**config.mk**
```make
export PLATFORM = sky130hd
export DESIGN_NAME = imem_program_loader
export DESIGN_NICKNAME = d
export VERILOG_FILES = /design/src/rtl/imem_program_loader_pkg.sv /design/src/rtl/imem_opcode_checker.sv /design/src/rtl/imem_program_loader.sv
export SDC_FILE = /design/constraint.sdc
export NUM_CORES = 1
export LEC_CHECK = 0
export CORE_AREA = 2 2 81 83
export DETAILED_ROUTE_END_ITERATION = 12
export DIE_AREA = 0 0 83 85
export PLACE_DENSITY = 0.83
export RECOVER_POWER = 100
export SLEW_MARGIN = 20
export SYNTH_ARGS = -nofsm -noshare
export SYNTH_HDL_FRONTEND = slang
export SYNTH_HIERARCHICAL = 1
export SYNTH_SLANG_ARGS = --single-unit
export TNS_END_PERCENT = 50
```
**constraint.sdc**
```tcl
create_clock -name clk -period 3.8 [get_ports clk]
set_input_delay 1.14 -clock clk [delete_from_list [all_inputs] [get_ports clk]]
set_output_delay 1.14 -clock clk [all_outputs]
set_load 0.005 [all_outputs]
```
**src/rtl/imem_program_loader_pkg.sv**
```systemverilog
// Shared definitions for the instruction-memory loader: loader FSM state
// encodings, the supported MIPS opcode set and an opcode lookup helper.
// The opcode constants live here so the decoder and the loader share one list.
package imem_program_loader_pkg;

  typedef enum logic [2:0] {
    ST_IDLE   = 3'd0,
    ST_LEN_HI = 3'd1,
    ST_LEN_LO = 3'd2,
    ST_DATA   = 3'd3,
    ST_WRITE  = 3'd4,
    ST_DONE   = 3'd5,
    ST_ERR    = 3'd6
  } loader_state_e;

  localparam logic [5:0] OP_RTYPE = 6'h00;
  localparam logic [5:0] OP_J     = 6'h02;
  localparam logic [5:0] OP_JAL   = 6'h03;
  localparam logic [5:0] OP_BEQ   = 6'h04;
  localparam logic [5:0] OP_BNE   = 6'h05;
  localparam logic [5:0] OP_ADDI  = 6'h08;
  localparam logic [5:0] OP_SUBI  = 6'h09;
  localparam logic [5:0] OP_SLTI  = 6'h0a;
  localparam logic [5:0] OP_ANDI  = 6'h0c;
  localparam logic [5:0] OP_ORI   = 6'h0d;
  localparam logic [5:0] OP_MOVE  = 6'h10;
  localparam logic [5:0] OP_LB    = 6'h20;
  localparam logic [5:0] OP_LW    = 6'h23;
  localparam logic [5:0] OP_SB    = 6'h28;
  localparam logic [5:0] OP_SW    = 6'h2b;

  function automatic logic opcode_supported(input logic [5:0] op);
    logic ok;
    case (op)
      OP_RTYPE, OP_J, OP_JAL, OP_BEQ, OP_BNE, OP_ADDI, OP_SUBI, OP_SLTI,
      OP_ANDI, OP_ORI, OP_MOVE, OP_LB, OP_LW, OP_SB, OP_SW: ok = 1'b1;
      default:                                              ok = 1'b0;
    endcase
    return ok;
  endfunction

endpackage

```
**src/rtl/imem_opcode_checker.sv**
```systemverilog
// Combinational opcode screen used by the loader when LOADER_OPCODE_CHECK_EN
// is defined. The module only exists in builds that use it.
`ifdef LOADER_OPCODE_CHECK_EN
module imem_opcode_checker
  import imem_program_loader_pkg::*;
(
  input  logic [5:0] opcode,
  output logic       supported
);

  // Look the opcode up in the shared supported set.
  always_comb begin
    supported = opcode_supported(opcode);
  end

endmodule
`endif

```
**src/rtl/imem_program_loader.sv**
```systemverilog
// Instruction-memory loader: packs a length-prefixed host byte stream into
// 32-bit big-endian words and writes them to imem, holding the CPU until a
// complete program has landed.
// Optional build macro LOADER_OPCODE_CHECK_EN: screens every written word's
// opcode and ends the load in ERR (err_addr = first bad address) if any word
// was unsupported.
//
// state     | meaning
// ----------+-------------------------------------------------
// ST_IDLE   | after reset, waiting for start
// ST_LEN_HI | waiting for word-count high byte
// ST_LEN_LO | waiting for word-count low byte, range check
// ST_DATA   | collecting the 4 bytes of the current word
// ST_WRITE  | one-cycle imem write of the assembled word
// ST_DONE   | program loaded, CPU released
// ST_ERR    | load failed, CPU held
module imem_program_loader
  import imem_program_loader_pkg::*;
#(
  parameter int ADDR_W    = 10,
  parameter int MAX_WORDS = 1024
) (
  input  logic              clk,
  input  logic              rst,
  input  logic              start,
  input  logic              in_valid,
  input  logic [7:0]        in_data,
  output logic              in_ready,
  output logic              imem_we,
  output logic [ADDR_W-1:0] imem_addr,
  output logic [31:0]       imem_wdata,
  output logic              cpu_hold,
  output logic              busy,
  output logic              done,
  output logic              err,
  output logic [ADDR_W-1:0] err_addr
);

  loader_state_e     state, state_nxt;
  logic [7:0]        len_hi;
  logic [15:0]       len_m1;
  logic [1:0]        byte_idx;
  logic [31:0]       word;
  logic [ADDR_W-1:0] word_cnt;
  logic [16:0]       len_full;
  logic              accept;
  logic              start_ok;
  logic              last_word;
  logic              word_bad;
  logic              opc_bad;

  assign accept    = in_valid & in_ready;
  assign start_ok  = start & ((state == ST_IDLE) | (state == ST_DONE) | (state == ST_ERR));
  assign len_full  = {1'b0, len_hi, in_data};
  // word_cnt stops at N-1 instead of stepping past it, so it can never wrap
  assign last_word = (16'(word_cnt) == len_m1);
  assign imem_addr  = word_cnt;
  assign imem_wdata = word;

`ifdef LOADER_OPCODE_CHECK_EN
  logic              opc_ok;
  logic [ADDR_W-1:0] err_addr_q;

  imem_opcode_checker u_opcode_checker (
    .opcode    (word[31:26]),
    .supported (opc_ok)
  );

  assign word_bad = ~opc_ok;
  assign err_addr = err_addr_q;

  // Sticky bad-opcode flag and first offending address, cleared per load.
  always_ff @(posedge clk) begin
    if (rst) begin
      opc_bad    <= 1'b0;
      err_addr_q <= '0;
    end else if (start_ok) begin
      opc_bad    <= 1'b0;
      err_addr_q <= '0;
    end else if ((state == ST_WRITE) && word_bad && !opc_bad) begin
      opc_bad    <= 1'b1;
      err_addr_q <= word_cnt;
    end
  end
`else
  assign word_bad = 1'b0;
  assign opc_bad  = 1'b0;
  assign err_addr = '0;
`endif

  // State register.
  always_ff @(posedge clk) begin
    if (rst) state <= ST_IDLE;
    else     state <= state_nxt;
  end

  // Next-state decode and state-derived outputs.
  always_comb begin
    state_nxt = state;
    in_ready  = 1'b0;
    imem_we   = 1'b0;
    cpu_hold  = 1'b1;
    busy      = 1'b0;
    done      = 1'b0;
    err       = 1'b0;
    case (state)
      ST_IDLE: begin
        if (start) state_nxt = ST_LEN_HI;
      end
      ST_LEN_HI: begin
        in_ready = 1'b1;
        busy     = 1'b1;
        if (accept) state_nxt = ST_LEN_LO;
      end
      ST_LEN_LO: begin
        in_ready = 1'b1;
        busy     = 1'b1;
        if (accept) begin
          if (len_full == 17'd0)                 state_nxt = ST_DONE;
          else if (len_full > 17'(MAX_WORDS))    state_nxt = ST_ERR;
          else                                   state_nxt = ST_DATA;
        end
      end
      ST_DATA: begin
        in_ready = 1'b1;
        busy     = 1'b1;
        if (accept && (byte_idx == 2'd3)) state_nxt = ST_WRITE;
      end
      ST_WRITE: begin
        busy    = 1'b1;
        imem_we = 1'b1;
        if (last_word) state_nxt = (opc_bad | word_bad) ? ST_ERR : ST_DONE;
        else           state_nxt = ST_DATA;
      end
      ST_DONE: begin
        done     = 1'b1;
        cpu_hold = 1'b0;
        if (start) state_nxt = ST_LEN_HI;
      end
      ST_ERR: begin
        err = 1'b1;
        if (start) state_nxt = ST_LEN_HI;
      end
      default: state_nxt = ST_IDLE;
    endcase
  end

  // Length capture, byte packing and word counter.
  always_ff @(posedge clk) begin
    if (rst) begin
      len_hi   <= '0;
      len_m1   <= '0;
      byte_idx <= '0;
      word     <= '0;
      word_cnt <= '0;
    end else begin
      if (start_ok) begin
        byte_idx <= '0;
        word_cnt <= '0;
      end
      if (accept && (state == ST_LEN_HI)) len_hi <= in_data;
      if (accept && (state == ST_LEN_LO)) len_m1 <= len_full[15:0] - 16'd1;
      if (accept && (state == ST_DATA)) begin
        word     <= {word[23:0], in_data};
        byte_idx <= byte_idx + 2'd1;
      end
      if ((state == ST_WRITE) && !last_word) word_cnt <= word_cnt + 1'b1;
    end
  end

endmodule

```
==> key figures <==
Min path
  • Hold Path Stages: 2
  • Worst hold path type: reg -> reg
  • Hold_sp: imem_wdata[27]
  • Hold Crit Endpoint: imem_wdata[27]

Clocking
  • CTS Sinks: about 70
  • Post_cts resized: 0
  • Cts hold-fix bufs: 0
  • Clock-pin slew on the worst setup and hold paths: around 0.080 ns
  • Worst-Skew Late Latency: 0.35 ns
  • Max H-tree Level: 3
  • TritonCTS Buffers: 9
  • Setup bufs post-CTS: 0
  • Clock Path Buffers: 2
  • Clk root buf: clkbuf_8
  • CTS tree: built

Cells and area
  • Most frequent cells in the layout: 92 x nand2_1, 71 x dfxtp_1, 50 x dlygate4sd3_1
  • ANT cells: 0
  • Commonest non-fill, non-tap cell in the layout: nand2_1
  • Fin nets: between 400 and 500
  • Synthesis-to-finish area growth: 23.3%
  • Layout cell share with drive strength beyond 1: 0.0566
  • Fin util: 0.656

Drt
  • DRC: 0
  • ANT nets after route: 0
  • DRT iter0 DRCs: 129
  • Vias per cell: 5.58
  • Vias: 2993
  • DRT Pass-1 Iters: 4
  • Total wire length: about 7800 um
  • WL per Instance: 14.5 um

Status
  • Status: completed

STA
  • Final Hold Vio Count: 0
  • Final Critical Period: 3.29 ns
  • Final Skew: 0.00806 ns
  • Max-slew violations: 0
  • Max Freq: 0.304 GHz
  • Final setup TNS: 0 ns
  • Slew @ Worst Pin: 1.28 ns
  • PnR worst setup slack: 0.510 ns
  • Normalized max-slew margin: 0.148
  • Final setup violating endpoints: 0
  • Hold slack: 0.455 ns
  • RSZ-0062 raised after global routing: no
  • Final period utilization: 0.866

Placed design
  • DP HPWL: 5430 um
  • GPL Wtd Cong: about 0.9
  • Setup WS pre-CTS: 0.363 ns
  • IO buf count: 59

Yosys
  • Most used DFF post-synth: dfxtp_1
  • Post-synth EDFFs: 0
  • Unique masters post-synth: between 40 and 50
  • Cell count after synthesis: 408
  • Yosys warns: 6
  • Post-Syn Area: 3300 um2
  • Post-synthesis sequential area ratio: 0.430
  • Post-synthesis async set-or-reset flop share: 0
  • Mapped Avg Cell Area: 8.10 um2
  • Seq cells post-synth: 71

Critical path
  • Crit path capture type: flop
  • Worst Path Max Fanout: 32
  • Worst r2r src: state[2]
  • WS Path Type: in -> reg
  • R2R depth: 6
  • Critical Path AT: 3.55 ns
  • R2R Path End: imem_addr[2]
  • CP Launch Type: primary input
  • Reg2Reg Setup Slack: 1.37 ns
  • Worst Path Required: 4.06 ns

Run
  • Maxcap violations: 0

Die
  • Starting Density: 0.532
  • Row cnt: 29
  • IO Pins: 70
  • Die span in x: 83 um
  • Die ar.: between 7000 and 8000 um2
  • Chip height: 85 um
  • Core area: 6200 um2

Pwr
  • Leak: around 1.5 nW
  • P per Cell Area: 485 nW/um2
  • Maximum vdd ir drop: 310 uV

Global routing
  • Pin count of the biggest net entering global routing: 51
  • Vias in the first global route: between 2000 and 3000
  • Initial antenna violation count: 0
  • First-pass GRT wire length: between 10000 and 15000 um
  • Gr usage total: 0.225
  • Global route overflow: 0
-- cell type report --
cell class | instances | area (um2)
Timing Repair Buffer | 64 | 628
Sequential cell | 71 | 1420
Fill cell | 508 | 2130
Tap cell | 77 | 96.3
Clock buffer | 10 | 138
Inverter | 7 | 26.3
Clock inverter | 6 | 68.8
Multi-Input combinational cell | 301 | 1690
-- worst max path at each step --
stage / depth (start not counted) / slack, ns / to / startpoint
after CTS: 6 / 0.71 / state[1] / in_data[2]
after floorplan: 5 / 0.95 / len_m1[12] / in_data[2]
final: 6 / 0.51 / len_m1[5] / in_valid
after global placement: 5 / 0.46 / len_m1[12] / in_data[2]
after detailed placement: 6 / 0.36 / state[1] / in_data[6]
after global routing: 6 / 0.27 / len_m1[10] / in_valid
-- logic make-up (layout without fill, tap and decap cells) --
kind of cell	after synthesis	in the layout	synth area share
simple gates	172	172	0.247
flops	71	71	0.430
xor+xnor	26	26	0.0689
compound gates	87	87	0.166
mux	2	2	0.00644
other cells	1	10	0.00114
buf+inv	45	87	0.0648
fa+ha+maj	4	4	0.0152
-- where the power goes --
part / internal (W) / total, W / switching [W]
clock network: 0.000324 / 0.000624 / 0.000300
registers: 0.000805 / 0.000891 / 0.0000859
logic: 0.000203 / 0.000461 / 0.000257
total: 0.00133 / 0.00198 / 0.000643
-- critical path: stages --
cell and delay, ns:
dlygate4sd3_1 0.54, nor2b_1 0.33, and3b_1 0.20, clkbuf_1 0.94, nor2_1 0.11, a311oi_1 0.29
-- cells in the mapped netlist, types with 4 or more instances --
cell	count	area, um2
o21ai_0	6	30.0
a211oi_1	12	90.1
nor2_1	27	101
xnor2_1	20	175
dfxtp_1	71	1420
xor2_1	6	52.6
nor4_1	4	25.0
clkbuf_1	26	97.6
buf_4	10	75.1
inv_1	7	26.3
a311oi_1	4	35.0
ha_1	4	50.1
nor3_1	4	20.0
nand4_1	4	25.0
a21oi_1	46	230
nand2_1	92	345
o31ai_1	6	45.0
nand3_1	7	35.0
or4_1	5	37.5
-- stage by stage --
step / area, um2 / total power, W / std cells
after CTS: 4090 / 0.00199 / 536
after detailed placement: 3880 / 0.00137 / 520
after global placement: 3880 / 0.00136 / 520
after floorplan: 3340 / 0.00123 / 417
final: 4070 / 0.00198 / 536
after global routing: 4070 / 0.00208 / 536
-- flip-flops by register name (all words and copies together) (netlist names) --
| register | count |
|---|---|
| state | 3 |
| imem_addr | 10 |
| imem_wdata | 32 |
| byte_idx | 2 |
| len_m1 | 16 |
| len_hi | 8 |
-- layer usage --
metal | GRT usage | wire length (um)
met5 | 0 | 0
met4 | 0.0656 | 81
met2 | 0.380 | 3770
met1 | 0.276 | 3430
met3 | 0.0739 | 486
Note: power is estimated with default switching activity, not from simulation.
